### src/rtl/ac_exec_pkg.sv
// Shared definitions for the accumulator execute stage: command codes, ALU
// operation codes, FSM state encoding and flag bit positions.
package ac_exec_pkg;

  localparam logic [3:0] CMD_ADD = 4'd0;
  localparam logic [3:0] CMD_AND = 4'd1;
  localparam logic [3:0] CMD_LDA = 4'd2;
  localparam logic [3:0] CMD_CMA = 4'd3;
  localparam logic [3:0] CMD_CIR = 4'd4;
  localparam logic [3:0] CMD_CIL = 4'd5;
  localparam logic [3:0] CMD_INC = 4'd6;
  localparam logic [3:0] CMD_CLA = 4'd7;
  localparam logic [3:0] CMD_CLE = 4'd8;
  localparam logic [3:0] CMD_CME = 4'd9;

  localparam logic [2:0] ALU_ADD  = 3'd0;
  localparam logic [2:0] ALU_AND  = 3'd1;
  localparam logic [2:0] ALU_PASS = 3'd2;
  localparam logic [2:0] ALU_CMA  = 3'd3;
  localparam logic [2:0] ALU_SHR  = 3'd4;
  localparam logic [2:0] ALU_SHL  = 3'd5;

  localparam int FLAG_CO  = 3;
  localparam int FLAG_OVF = 2;
  localparam int FLAG_N   = 1;
  localparam int FLAG_Z   = 0;

  typedef enum logic [1:0] {
    ST_IDLE = 2'd0,
    ST_EXEC = 2'd1,
    ST_DONE = 2'd2
  } state_e;

  function automatic logic [2:0] alu_op_of(input logic [3:0] op);
    case (op)
      CMD_AND: return ALU_AND;
      CMD_LDA: return ALU_PASS;
      CMD_CMA: return ALU_CMA;
      CMD_CIR: return ALU_SHR;
      CMD_CIL: return ALU_SHL;
      default: return ALU_ADD;
    endcase
  endfunction

  function automatic logic is_alu_cmd(input logic [3:0] op);
    return op <= CMD_INC;
  endfunction

  function automatic logic is_reserved(input logic [3:0] op);
    return op > CMD_CME;
  endfunction

endpackage

### src/rtl/ac_flag_reg.sv
// {CO,OVF,N,Z} flag register. Build option OVF_STICKY_EN makes OVF accumulate
// across ALU ops until CLA or reset; otherwise OVF follows each ALU op.
module ac_flag_reg
  import ac_exec_pkg::*;
(
  input  logic       clk,
  input  logic       rst_n,
  input  logic       alu_wr_i,
  input  logic       cla_i,
  input  logic       co_i,
  input  logic       ovf_i,
  input  logic       n_i,
  input  logic       z_i,
  output logic [3:0] flags_o
);

  logic [3:0] flags_q, flags_d;
  logic       ovf_next;

`ifdef OVF_STICKY_EN
  assign ovf_next = flags_q[FLAG_OVF] | ovf_i;
`else
  assign ovf_next = ovf_i;
`endif

  // NOTE: every variable assigned in always_comb gets a default first, so no latch is inferred.
  always_comb begin
    flags_d = flags_q;
    if (cla_i) begin
      flags_d        = '0;
      flags_d[FLAG_Z] = 1'b1;
    end else if (alu_wr_i) begin
      flags_d[FLAG_CO]  = co_i;
      flags_d[FLAG_OVF] = ovf_next;
      flags_d[FLAG_N]   = n_i;
      flags_d[FLAG_Z]   = z_i;
    end
  end

  // NOTE: state registers use non-blocking assignment so all flops update together.
  always_ff @(posedge clk or negedge rst_n) begin
    if (!rst_n) flags_q <= '0;
    else        flags_q <= flags_d;
  end

  assign flags_o = flags_q;

endmodule

### src/rtl/ac_exec_unit.sv
// Accumulator execute stage: accepts a command, drives the external ALU for one
// cycle from registered operands, then retires results into AC/E/flags.
module ac_exec_unit
  import ac_exec_pkg::*;
#(
  parameter int W = 16
) (
  input  logic         clk,
  input  logic         rst_n,
  input  logic         cmd_valid,
  output logic         cmd_ready,
  input  logic [3:0]   cmd_op,
  input  logic [W-1:0] cmd_data,
  output logic [W-1:0] alu_ac,
  output logic [W-1:0] alu_dr,
  output logic         alu_e,
  output logic [2:0]   alu_op,
  input  logic [W-1:0] alu_res,
  input  logic         alu_co,
  input  logic         alu_ovf,
  input  logic         alu_n,
  input  logic         alu_z,
  output logic [W-1:0] ac,
  output logic         e,
  output logic [3:0]   flags,
  output logic         done,
  output logic         cmd_err
);

  state_e       state_q, state_d;
  logic [3:0]   op_q, op_d;
  logic [W-1:0] ac_q, ac_d, dr_q, dr_d;
  logic         e_q, e_d;
  logic [2:0]   alu_op_q, alu_op_d;
  logic         alu_e_q, alu_e_d;
  logic         accept, exec, flag_alu_wr, flag_cla;

  assign accept = cmd_valid && cmd_ready;
  assign exec   = (state_q == ST_EXEC);

  always_ff @(posedge clk or negedge rst_n) begin
    if (!rst_n) state_q <= ST_IDLE;
    else        state_q <= state_d;
  end

  always_comb begin
    state_d = state_q;
    case (state_q)
      ST_IDLE: if (accept) state_d = ST_EXEC;
      ST_EXEC: state_d = ST_DONE;
      default: state_d = ST_IDLE;
    endcase
  end

  always_comb begin
    cmd_ready = (state_q == ST_IDLE);
    done      = (state_q == ST_DONE);
    cmd_err   = (state_q == ST_DONE) && is_reserved(op_q);
  end

  // ALU operands are loaded on accept and held, so they stay stable through EXEC.
  always_comb begin
    op_d        = op_q;
    dr_d        = dr_q;
    alu_op_d    = alu_op_q;
    alu_e_d     = alu_e_q;
    ac_d        = ac_q;
    e_d         = e_q;
    flag_alu_wr = 1'b0;
    flag_cla    = 1'b0;
    if (accept) begin
      op_d     = cmd_op;
      dr_d     = (cmd_op == CMD_INC) ? W'(1) : cmd_data;
      alu_op_d = alu_op_of(cmd_op);
      alu_e_d  = (cmd_op == CMD_CIR) || (cmd_op == CMD_CIL);
    end
    if (exec) begin
      if (is_alu_cmd(op_q)) begin
        ac_d        = alu_res;
        flag_alu_wr = 1'b1;
        if (op_q == CMD_ADD || op_q == CMD_INC || op_q == CMD_CIR || op_q == CMD_CIL)
          e_d = alu_co;
      end else begin
        case (op_q)
          CMD_CLA: begin
            ac_d     = '0;
            flag_cla = 1'b1;
          end
          CMD_CLE: e_d = 1'b0;
          CMD_CME: e_d = ~e_q;
          default: ;
        endcase
      end
    end
  end

  // NOTE: only plain registers live here, so every one of them gets an async reset value.
  always_ff @(posedge clk or negedge rst_n) begin
    if (!rst_n) begin
      op_q     <= '0;
      dr_q     <= '0;
      alu_op_q <= ALU_ADD;
      alu_e_q  <= 1'b0;
      ac_q     <= '0;
      e_q      <= 1'b0;
    end else begin
      op_q     <= op_d;
      dr_q     <= dr_d;
      alu_op_q <= alu_op_d;
      alu_e_q  <= alu_e_d;
      ac_q     <= ac_d;
      e_q      <= e_d;
    end
  end

  ac_flag_reg u_flag_reg (
    .clk      (clk),
    .rst_n    (rst_n),
    .alu_wr_i (flag_alu_wr),
    .cla_i    (flag_cla),
    .co_i     (alu_co),
    .ovf_i    (alu_ovf),
    .n_i      (alu_n),
    .z_i      (alu_z),
    .flags_o  (flags)
  );

  assign alu_ac = ac_q;
  assign alu_dr = dr_q;
  assign alu_op = alu_op_q;
  assign alu_e  = alu_e_q;
  assign ac     = ac_q;
  assign e      = e_q;

endmodule

### config.mk
export PLATFORM = sky130hd
export DESIGN_NAME = ac_exec_unit
export DESIGN_NICKNAME = d
export VERILOG_FILES = /design/src/rtl/ac_exec_pkg.sv /design/src/rtl/ac_flag_reg.sv /design/src/rtl/ac_exec_unit.sv
export SDC_FILE = /design/constraint.sdc
export NUM_CORES = 1
export LEC_CHECK = 0
export ABC_AREA = 1
export BUFFER_PORTS_ARGS = -buffer_cell sky130_fd_sc_hd__buf_2
export CAP_MARGIN = 5
export CORE_MARGIN = 2
export CORE_UTILIZATION = 45
export DETAILED_ROUTE_END_ITERATION = 10
export GPL_TIMING_DRIVEN = 0
export PLACE_DENSITY_LB_ADDON = 0.08
export RECOVER_POWER = 25
export SLEW_MARGIN = 20
export SYNTH_ARGS = -nofsm -noshare
export SYNTH_HDL_FRONTEND = slang
export SYNTH_SLANG_ARGS = --single-unit
### constraint.sdc
create_clock -name clk -period 1.5 [get_ports clk]
set_input_delay 0.075 -clock clk [delete_from_list [all_inputs] [get_ports clk]]
set_output_delay 0.075 -clock clk [all_outputs]
set_load 0.005 [all_outputs]
---- Yosys cells after proc, flatten, opt, wreduce, memory -nomap -nowiden ----
Cells that the tools add are included.
word-level totals
  input port bits ......................... 43
  bits in registers ....................... 47
  output and inout port bits .............. 60
  logic and storage cells ................. 56
cells by class
  equality and inequality tests ........... 16
  multiplexer cells ....................... 16
  order comparisons ....................... 2
  reduce and logical (&&, ||, !) cells .... 13
  bitwise operators ....................... 1
operators by type and width
  operator                                                                 count
  16-bit 2-to-1 mux                                                        3
  4-bit by 3-bit == test with 1-bit output, second input constant          7
  3-bit case mux with 5 select lines                                       1
  4-bit by 2-bit == test with 1-bit output, second input constant          2
  4-bit == test, second input constant                                     2
  4-bit 2-to-1 mux                                                         2
  1-bit 2-to-1 mux                                                         7
  4-bit by 1-bit == test with 1-bit output, second input constant          1
  4-bit greater-than comparator, second input constant                     1
  4-bit by 3-bit <= comparator with 1-bit output, second input constant    1
  4-bit zero test                                                          1
  1-bit logical OR                                                         4
  2-bit by 1-bit inequality test with 1-bit output, second input constant  2
  2-bit case mux with 2 select lines                                       1
  2-bit nonzero test                                                       2
  3-bit AND reduction                                                      1
  3-bit nonzero test                                                       1
  2-bit by 1-bit == test with 1-bit output, second input constant          1
  2-bit == test, second input constant                                     1
  1-bit logical AND                                                        2
  2-bit zero test                                                          1
  2-bit 2-to-1 mux                                                         1
  1-bit case mux with 2 select lines                                       1
  2-bit AND reduction                                                      1
  1-bit inverter                                                           1

---- Logic depth before layout (Yosys ltp) ----
Gate-level depths: netlist (run 1).
  depth in word-level cells ............... 6
  gate-level depth with buffers ........... 7

---- Hierarchy ----
A second synthesis (run 1) with hierarchy kept.
unflattened totals
  cell total of the unflattened synthesis .. 244
  area total of the unflattened synthesis .. 2074.5 µm²
by module, submodules not included
  module        area each (µm²)  instances  cells an instance  sequential area each (µm²)
  ac_exec_unit  1914.3           1          226                1051.0
  ac_flag_reg   160.2            1          18                 100.1

---- Worst setup path before layout (run 1) ----
OpenSTA, ideal clock, no wires.
  path kind ............................... register to register
  from .................................... register state_q[1]
  to ...................................... register u_flag_reg.flags_q[0], in the netlist u_flag_reg.flags_o[0]
  arrival ................................. 0.972 ns
  setup time .............................. 0.113 ns
  cell stages (with the launch flop) ...... 8
  path buffers ............................ 1
  path slack .............................. 0.416 ns
  cells stage by stage .................... dfrtp_1 > inv_1 > nand2_1 > nor2_2 > buf_4 > nand3b_1 > nand2_1 > inv_1
between the ends
  word-level cells in the longest chain between the ends .. 3
  elaborated cells between the ends (all ways) .. 5
  classes of those cells .................. eq/ne (1); mux (3); reduce/logical (1)
ends and longest elaborated chain
  item                                                           line                text
  from (decl)                                                    ac_exec_unit.sv:30  state_e state_q, state_d;
  from (signal assigned)                                         ac_exec_unit.sv:43  else state_q <= state_d;
  2-bit by 1-bit == test with 1-bit output (*)                   ac_exec_unit.sv:39  assign exec = (state_q == ST_EXEC);
  1-bit 2-to-1 mux                                               ac_exec_unit.sv:77  if (exec) begin
  4-bit 2-to-1 mux / 2-bit nonzero test (equally long branches)  --
  to (signal assigned)                                           ac_flag_reg.sv:43   else flags_q <= flags_d;
  to (decl)                                                      ac_flag_reg.sv:17   logic [3:0] flags_q, flags_d;
Mark *: on every way between the ends. The rest lies on a longest branch, timed or not.
A chain may end at the register's enable or synchronous reset.

---- Worst setup path after layout (run 1) ----
  from .................................... register op_q[3]
  to ...................................... output cmd_err
between the ends
  word-level cells in the longest chain between the ends .. 2
ends and longest elaborated chain
  item                           line                 text
  from (decl)                    ac_exec_unit.sv:31   logic [3:0] op_q, op_d;
  from (signal assigned)         ac_exec_unit.sv:107  op_q <= op_d;
  4-bit greater-than comparator  ac_exec_pkg.sv:50    return op > CMD_CME;
  1-bit logical AND              ac_exec_unit.sv:58   cmd_err = (state_q == ST_DONE) && is_reserved(op_q);
  to (decl)                      ac_exec_unit.sv:27   output logic cmd_err
Every way passes these cells.

==> results.toml, run 1 <==
[run]
drv_cap = 0

[route]
viasPerCell = 4.658
drtIter0Drc = 63
ant_nets = 0
drt_wl_total_um = 4660
dr.pass1.iters = 4
drc = 0
wl_per_cell_um = 11.31
vias = 1919

[power_and_ir_drop]
power.share.combinational_pct = 38.6
p_leak_nw = 1.693
pwr-share-seq_pct = 43.9
swShare_pct = 32.22
power.internal_w = 0.002985
p_switching_w = 0.001419
total_power_w = 0.004405
power_density_nw_per_um2 = 1561
ir_worst_vdd_uv = 707.0
clockPowerShare_pct = 17.5

[worst_setup_path]
regToRegEndpoint = "ac[12]"
path_class = "register to output pin"
r2r_start = "state_q[1]"
r2r.worst_path.cells = 7
cp-end-kind = "output pin"
rrSetupSlack_ns = 0.25
cp-start-kind = "register"
cp_data_arrival_time_ns = 1.23
required_ns = 1.42
worstPathMaxFanout = 6

[finish]
syn2layout_area_growth_pct = 36.01
n_antenna_cell = 0
fillerInstances = 421
final_area_um2 = 2821
mostFrequentLayoutCell = "buf_2"
nNetsFinal = 402
fin_cells = 412
drive_above_1_share_pct = 40.56
final_cell_mix = "buf_2 (107), nand2_1 (92), dfrtp_1 (46)"

[yosys]
syn_inst = 242
yosysSeqAreaShare_pct = 55.49
yosys_warnings = 0
synth_top_area_share_pct = 55.49
yosys.cell_types.count = 20
synthTopCellsByArea = "dfrtp_1 (55%), nand2_1 (17%), nand3_1 (8.9%), buf_4 (6.9%), inv_1 (2.4%)"
synth-simple-area-share_pct = 29.98
synth_xor_xnor_area_share_pct = 0
synth_area_leader_cell = "dfrtp_1"
ys_ff_latch = 46
synth.avg_cell_area_um2 = 8.572
synth_nets = 285
syn_area_um2 = 2074
synth_compound_area_share_pct = 2.413
synth_top_family_by_area = "simple AND/OR/NAND/NOR gates"
muxShareOfSynthArea_pct = 0
synth_fa_ha_area_share_pct = 0

[timing]
rsz0062_at_grt = "no"
slew_violations = 0
whs_ns = 0.003034
worstMarginPinSlew_ns = 1.100
period_needed_ns = 1.306
report.final.setup_viol = 0
fin_skew_ns = 0.004314
min_period_over_period_pct = 87.04
fmax_ghz = 0.7659
setup_tns_ns = 0
hold_violations = 0
slew_headroom_pct = 26.65

[place]
place.port_buffers = 102
place_area_um2 = 2650
dp_hpwl_um = 3329
gp_congestion = 0.7264
dp.cells = 396

[global_route]
grt_max_degree = 47
grt_antenna_before_repair = 0
grt_pass1_wl_um = 7900
grt_overflow = 0
track_usage_pct = 19.49
grt_pass1_vias = 1826

[floorplanning]
coreArea_um2 = 4384
num_rows = 24
dieArea_um2 = 5169
pin_count = 103
start_util_pct = 47.32
fp.dieH_um = 71.90
die_w_um = 71.90

[cts]
cts_tree = "built"
root_buffer = "clkbuf_8"
clk_pin_slew_worst_paths_ns = 0.08
cts_resized = 0
cts_num_sinks = 46
postCtsSetupBuffers = 0
cts_max_path_buffers = 2
htreeDepth = 2
cts_inserted_buffers = 5
clk_latency_ns = 0.29

[hold_path]
min_to = "alu_dr[8]"
whs_path_depth = 3
hold_path_class = "primary input to register"
hp-start = "cmd_data[8]"

[status]
outcome = "finished clean"
-- layout make-up --
| cell class | instances | area, um^2 | share of cell area [%] |
|---|---|---|---|
| clock buffer | 7 | 86.33 | 3.060 |
| timing repair buffer | 110 | 590.6 | 20.93 |
| inverter | 15 | 56.30 | 1.996 |
| tap | 52 | 65.06 | 2.306 |
| buffer | 27 | 195.2 | 6.918 |
| multi-input combinational | 154 | 671.9 | 23.81 |
| clock inverter | 1 | 5.005 | 0.1774 |
| sequential | 46 | 1151 | 40.80 |
-- synthesized netlist by cell type --
master    number
nand2_1       92
dfrtp_1       46
nand3_1       37
buf_4         19
inv_1         13
nor2_1         9
buf_2          6
o21ai_0        4
buf_6          2
inv_2          2
nand2_2        2
nor2_2         2
a21oi_1        1
a21oi_2        1
nand3b_1       1
nand4_2        1
nor4_1         1
o21ai_2        1
o31ai_1        1
or2_2          1
-- per-layer routing --
layer | vias to the layer above | wire [um] | global-route usage (%)
li1 | 978 | - | -
met3 | 2 | 386 | 5.833
met5 | - | 0 | 0
met2 | 74 | 2244 | 32.20
met4 | 0 | 40 | 6.499
met1 | 865 | 1989 | 24.66
-- worst max-delay path: stages, from the launching register on --
cell and delay, ns:
dfrtp_1 0.45, inv_1 0.10, nor4_1 0.23, buf_2 0.17
-- sequential cells by signal, summed over array words and instances, names as in the netlist --
signal	flops
e	1
alu_op	3
ac	16
state_q	2
u_flag_reg.flags_o	4
alu_dr	16
op_q	4
-- cells by family (layout without fill, tap and decap cells) --
| kind of cell | after synthesis | after routing |
|---|---|---|
| buffers and inverters | 42 | 160 |
| AO/OA/AOI/OAI | 8 | 8 |
| flip-flops | 46 | 46 |
| AND/OR/NAND/NOR | 146 | 146 |
-- how the worst max path moves through the flow --
stage	start	to	slack (ns)	depth (start not counted)
4_1_cts	op_q[3]	cmd_err	0.17	3
3_5_place_dp	state_q[1]	u_flag_reg.flags_o[2]	0.23	7
6_report	op_q[3]	cmd_err	0.19	3
2_1_floorplan	state_q[1]	u_flag_reg.flags_o[0]	0.42	7
3_3_place_gp	state_q[1]	ac[15]	0.29	7
5_1_grt	op_q[3]	cmd_err	0.05	3
-- through the flow --
| step | worst slack [ns] | utilization (%) |
|---|---|---|
| floorplan | 0.4155 | - |
| global placement | 0.2865 | 60.45 |
| detailed placement | 0.2312 | 60.45 |
| CTS | 0.1708 | 64.13 |
| global route | 0.04715 | 64.35 |
| finish | 0.1944 | 64.35 |
-- power by group through the flow --
stage / Combinational (W) / Clock [W] / Sequential [W]
6_report: 0.00170 / 0.000771 / 0.00194
5_1_grt: 0.00193 / 0.000836 / 0.00201
4_1_cts: 0.00173 / 0.000785 / 0.00194
3_5_place_dp: 0.00171 / 0 / 0.00196
3_3_place_gp: 0.00167 / 0 / 0.00195
2_1_floorplan: 0.000880 / 0 / 0.00199
-- timing repair --
item / CTS / global route
endpoints found under the setup margin: 0 / 0
hold endpoints to repair: 52 / 1
hold buffers: 7 / 1
Note: power is estimated with default switching activity, not from simulation.
==> run 2, diff against run 1 <==
- ABC_AREA: 1 -> not set
- CORE_UTILIZATION: 45 -> 44
==> results.toml, run 2 <==
[global_route]
track_usage_pct = 18.49
grt_pass1_vias = 1590
grt_pass1_wl_um = 7238
grt_antenna_before_repair = 0
grt_overflow = 0
grt_max_degree = 47

[place]
place.port_buffers = 102
dp_hpwl_um = 2921
gp_congestion = 0.7663

[timing]
report.final.setup_viol = 0
fmax_ghz = 0.7372
worstMarginPinSlew_ns = 1.103
slew_violations = 0
fin_skew_ns = 0.003842
period_needed_ns = 1.357
slew_headroom_pct = 26.47
min_period_over_period_pct = 90.44
setup_tns_ns = 0
rsz0062_at_grt = "no"
hold_violations = 0

[power_and_ir_drop]
total_power_w = 0.004364
power_density_nw_per_um2 = 1530
ir_worst_vdd_uv = 715.5
p_leak_nw = 1.535

[worst_setup_path]
cpPeakStageDelay_ns = 0.40
cp-start-kind = "register"
worstPathMaxFanout = 10
path_class = "register to register"
cp-startpoint = "state_q[0]"
cp_top_family = "simple AND/OR/NAND/NOR gates"
r2r_start = "state_q[0]"
r2r.worst_path.cells = 5
cp-end-kind = "register"
required_ns = 1.73
path_depth = 5
cp_data_arrival_time_ns = 1.59
cp_num_buf_inv = 1
cp_cell_sequence = "nor2_2 -> nand2_2 -> nor2_4 -> buf_6 -> a22o_1"
critPathSlowestCell = "dfrtp_1"

[yosys]
synth_area_leader_cell = "dfrtp_1"
synth_edf_count = 0
synthArstFlopShare_pct = 100.0
synth_top_area_share_pct = 59.55
synth.avg_cell_area_um2 = 12.80
yosysSeqAreaShare_pct = 59.55
syn_area_um2 = 1933
yosys_warnings = 0
synth_nets = 194
syn_inst = 151
ys_ff_latch = 46
synth_commonest_cells = "dfrtp_1 (46), a22o_1 (34), buf_4 (17)"
ys.flop_type = "dfrtp_1"
synthTopCellsByArea = "dfrtp_1 (60%), a22o_1 (15%), buf_4 (6.6%), buf_6 (2.9%), nand2_1 (2.7%)"
synth.most_common_cell = "dfrtp_1"
yosys.cell_types.count = 27

[floorplanning]
pin_count = 103
dieArea_um2 = 4939
coreArea_um2 = 4294
start_util_pct = 45.02
num_rows = 24
die_w_um = 70.28
fp.dieH_um = 70.28

[cts]
cts_inserted_buffers = 5
clk_latency_ns = 0.29
cts_max_path_buffers = 2
postCtsSetupBuffers = 0
cts_resized = 0
htreeDepth = 2
cts_hold_buf = 24
clk_pin_slew_worst_paths_ns = 0.08
cts_num_sinks = 46
root_buffer = "clkbuf_8"
cts_tree = "built"

[route]
drtIter0Drc = 76
ant_nets = 0
dr.pass1.iters = 4
drc = 0
drt_wl_total_um = 4421
wl_per_cell_um = 13.04
viasPerCell = 4.829
vias = 1637

[status]
outcome = "finished clean"

[finish]
syn2layout_area_growth_pct = 47.57
final_cell_mix = "buf_2 (104), dfrtp_1 (46), a22o_1 (34)"
n_antenna_cell = 0
nNetsFinal = 330
drive_above_1_share_pct = 48.43
mostFrequentLayoutCell = "buf_2"

[run]
drv_cap = 0

[hold_path]
whs_path_depth = 2
hold_path_class = "primary input to register"
hp-start = "cmd_data[5]"
## run 2: changes by cell type after synthesis, sizes merged, moves of 2 or more
cell and change:
a31oi +2, o21ai -2, nand3 -37, o41ai +2, nor2 -6, a22o +34, nor2b +2, buf -2
nand2 -79, inv -9
## run 2: kinds of logic (layout without fill, tap and decap cells)
group                  count (synthesis)  after routing  synth area share [%]
AND/OR/NAND/NOR                       27             27                 8.026
flip-flops                            46             46                 59.55
AO/OA/AOI/OAI                         46             46                 20.45
buffers and inverters                 31            167                 11.46
multiplexers                           1              1                0.5178
## run 2: final timing paths
| kind | end | slack (ns) |
|---|---|---|
| max | alu_dr[3] | 0.14 |
| min | alu_dr[5] | 0.004 |
| max reg2reg | alu_dr[3] | 0.14 |
| min reg2reg | alu_op[0] | 0.47 |
| max in group asynchronous | alu_dr[7] | 0.30 |
| min in group asynchronous | ac[6] | 0.53 |
## run 2: cell type report
class	instances	area, um^2
multi-input cells	74	558.0
clock buffers	7	76.32
well taps	52	65.06
flip-flops and latches	46	1151
inverters	6	22.52
plain buffers	25	198.9
repair buffers	129	780.7
fillers	362	1441
## run 2: report_power, final
group | switching, W | leakage (nW) | internal (W)
logic | 0.000639 | 0.925 | 0.00108
registers | 0.000300 | 0.571 | 0.00166
clock network | 0.000369 | 0.0383 | 0.000321
total | 0.00131 | 1.53 | 0.00306
## run 2: through the flow
stage	worst slack, ns	cell area, um^2	hold slack [ns]	utilization (%)	std cells
final	0.1435	2853	0.003968	66.43	339
after global routing	0.008771	2853	0.006021	66.43	339
after CTS	0.1550	2825	0.0009152	65.79	336
after detailed placement	0.1725	2509	0.2980	58.42	305
after global placement	0.1732	2509	0.2910	58.42	305
after floorplan	0.2835	1933	-0.2206	-	151
## run 2: metal layers
metal | GRT usage, % | vias to the layer above | share of wire (%)
met5 | 0 | - | 0
li1 | - | 794 | -
met1 | 24.62 | 753 | 42
met3 | 5.772 | 15 | 8.2
met2 | 28.09 | 75 | 47
met4 | 7.479 | 0 | 2.4
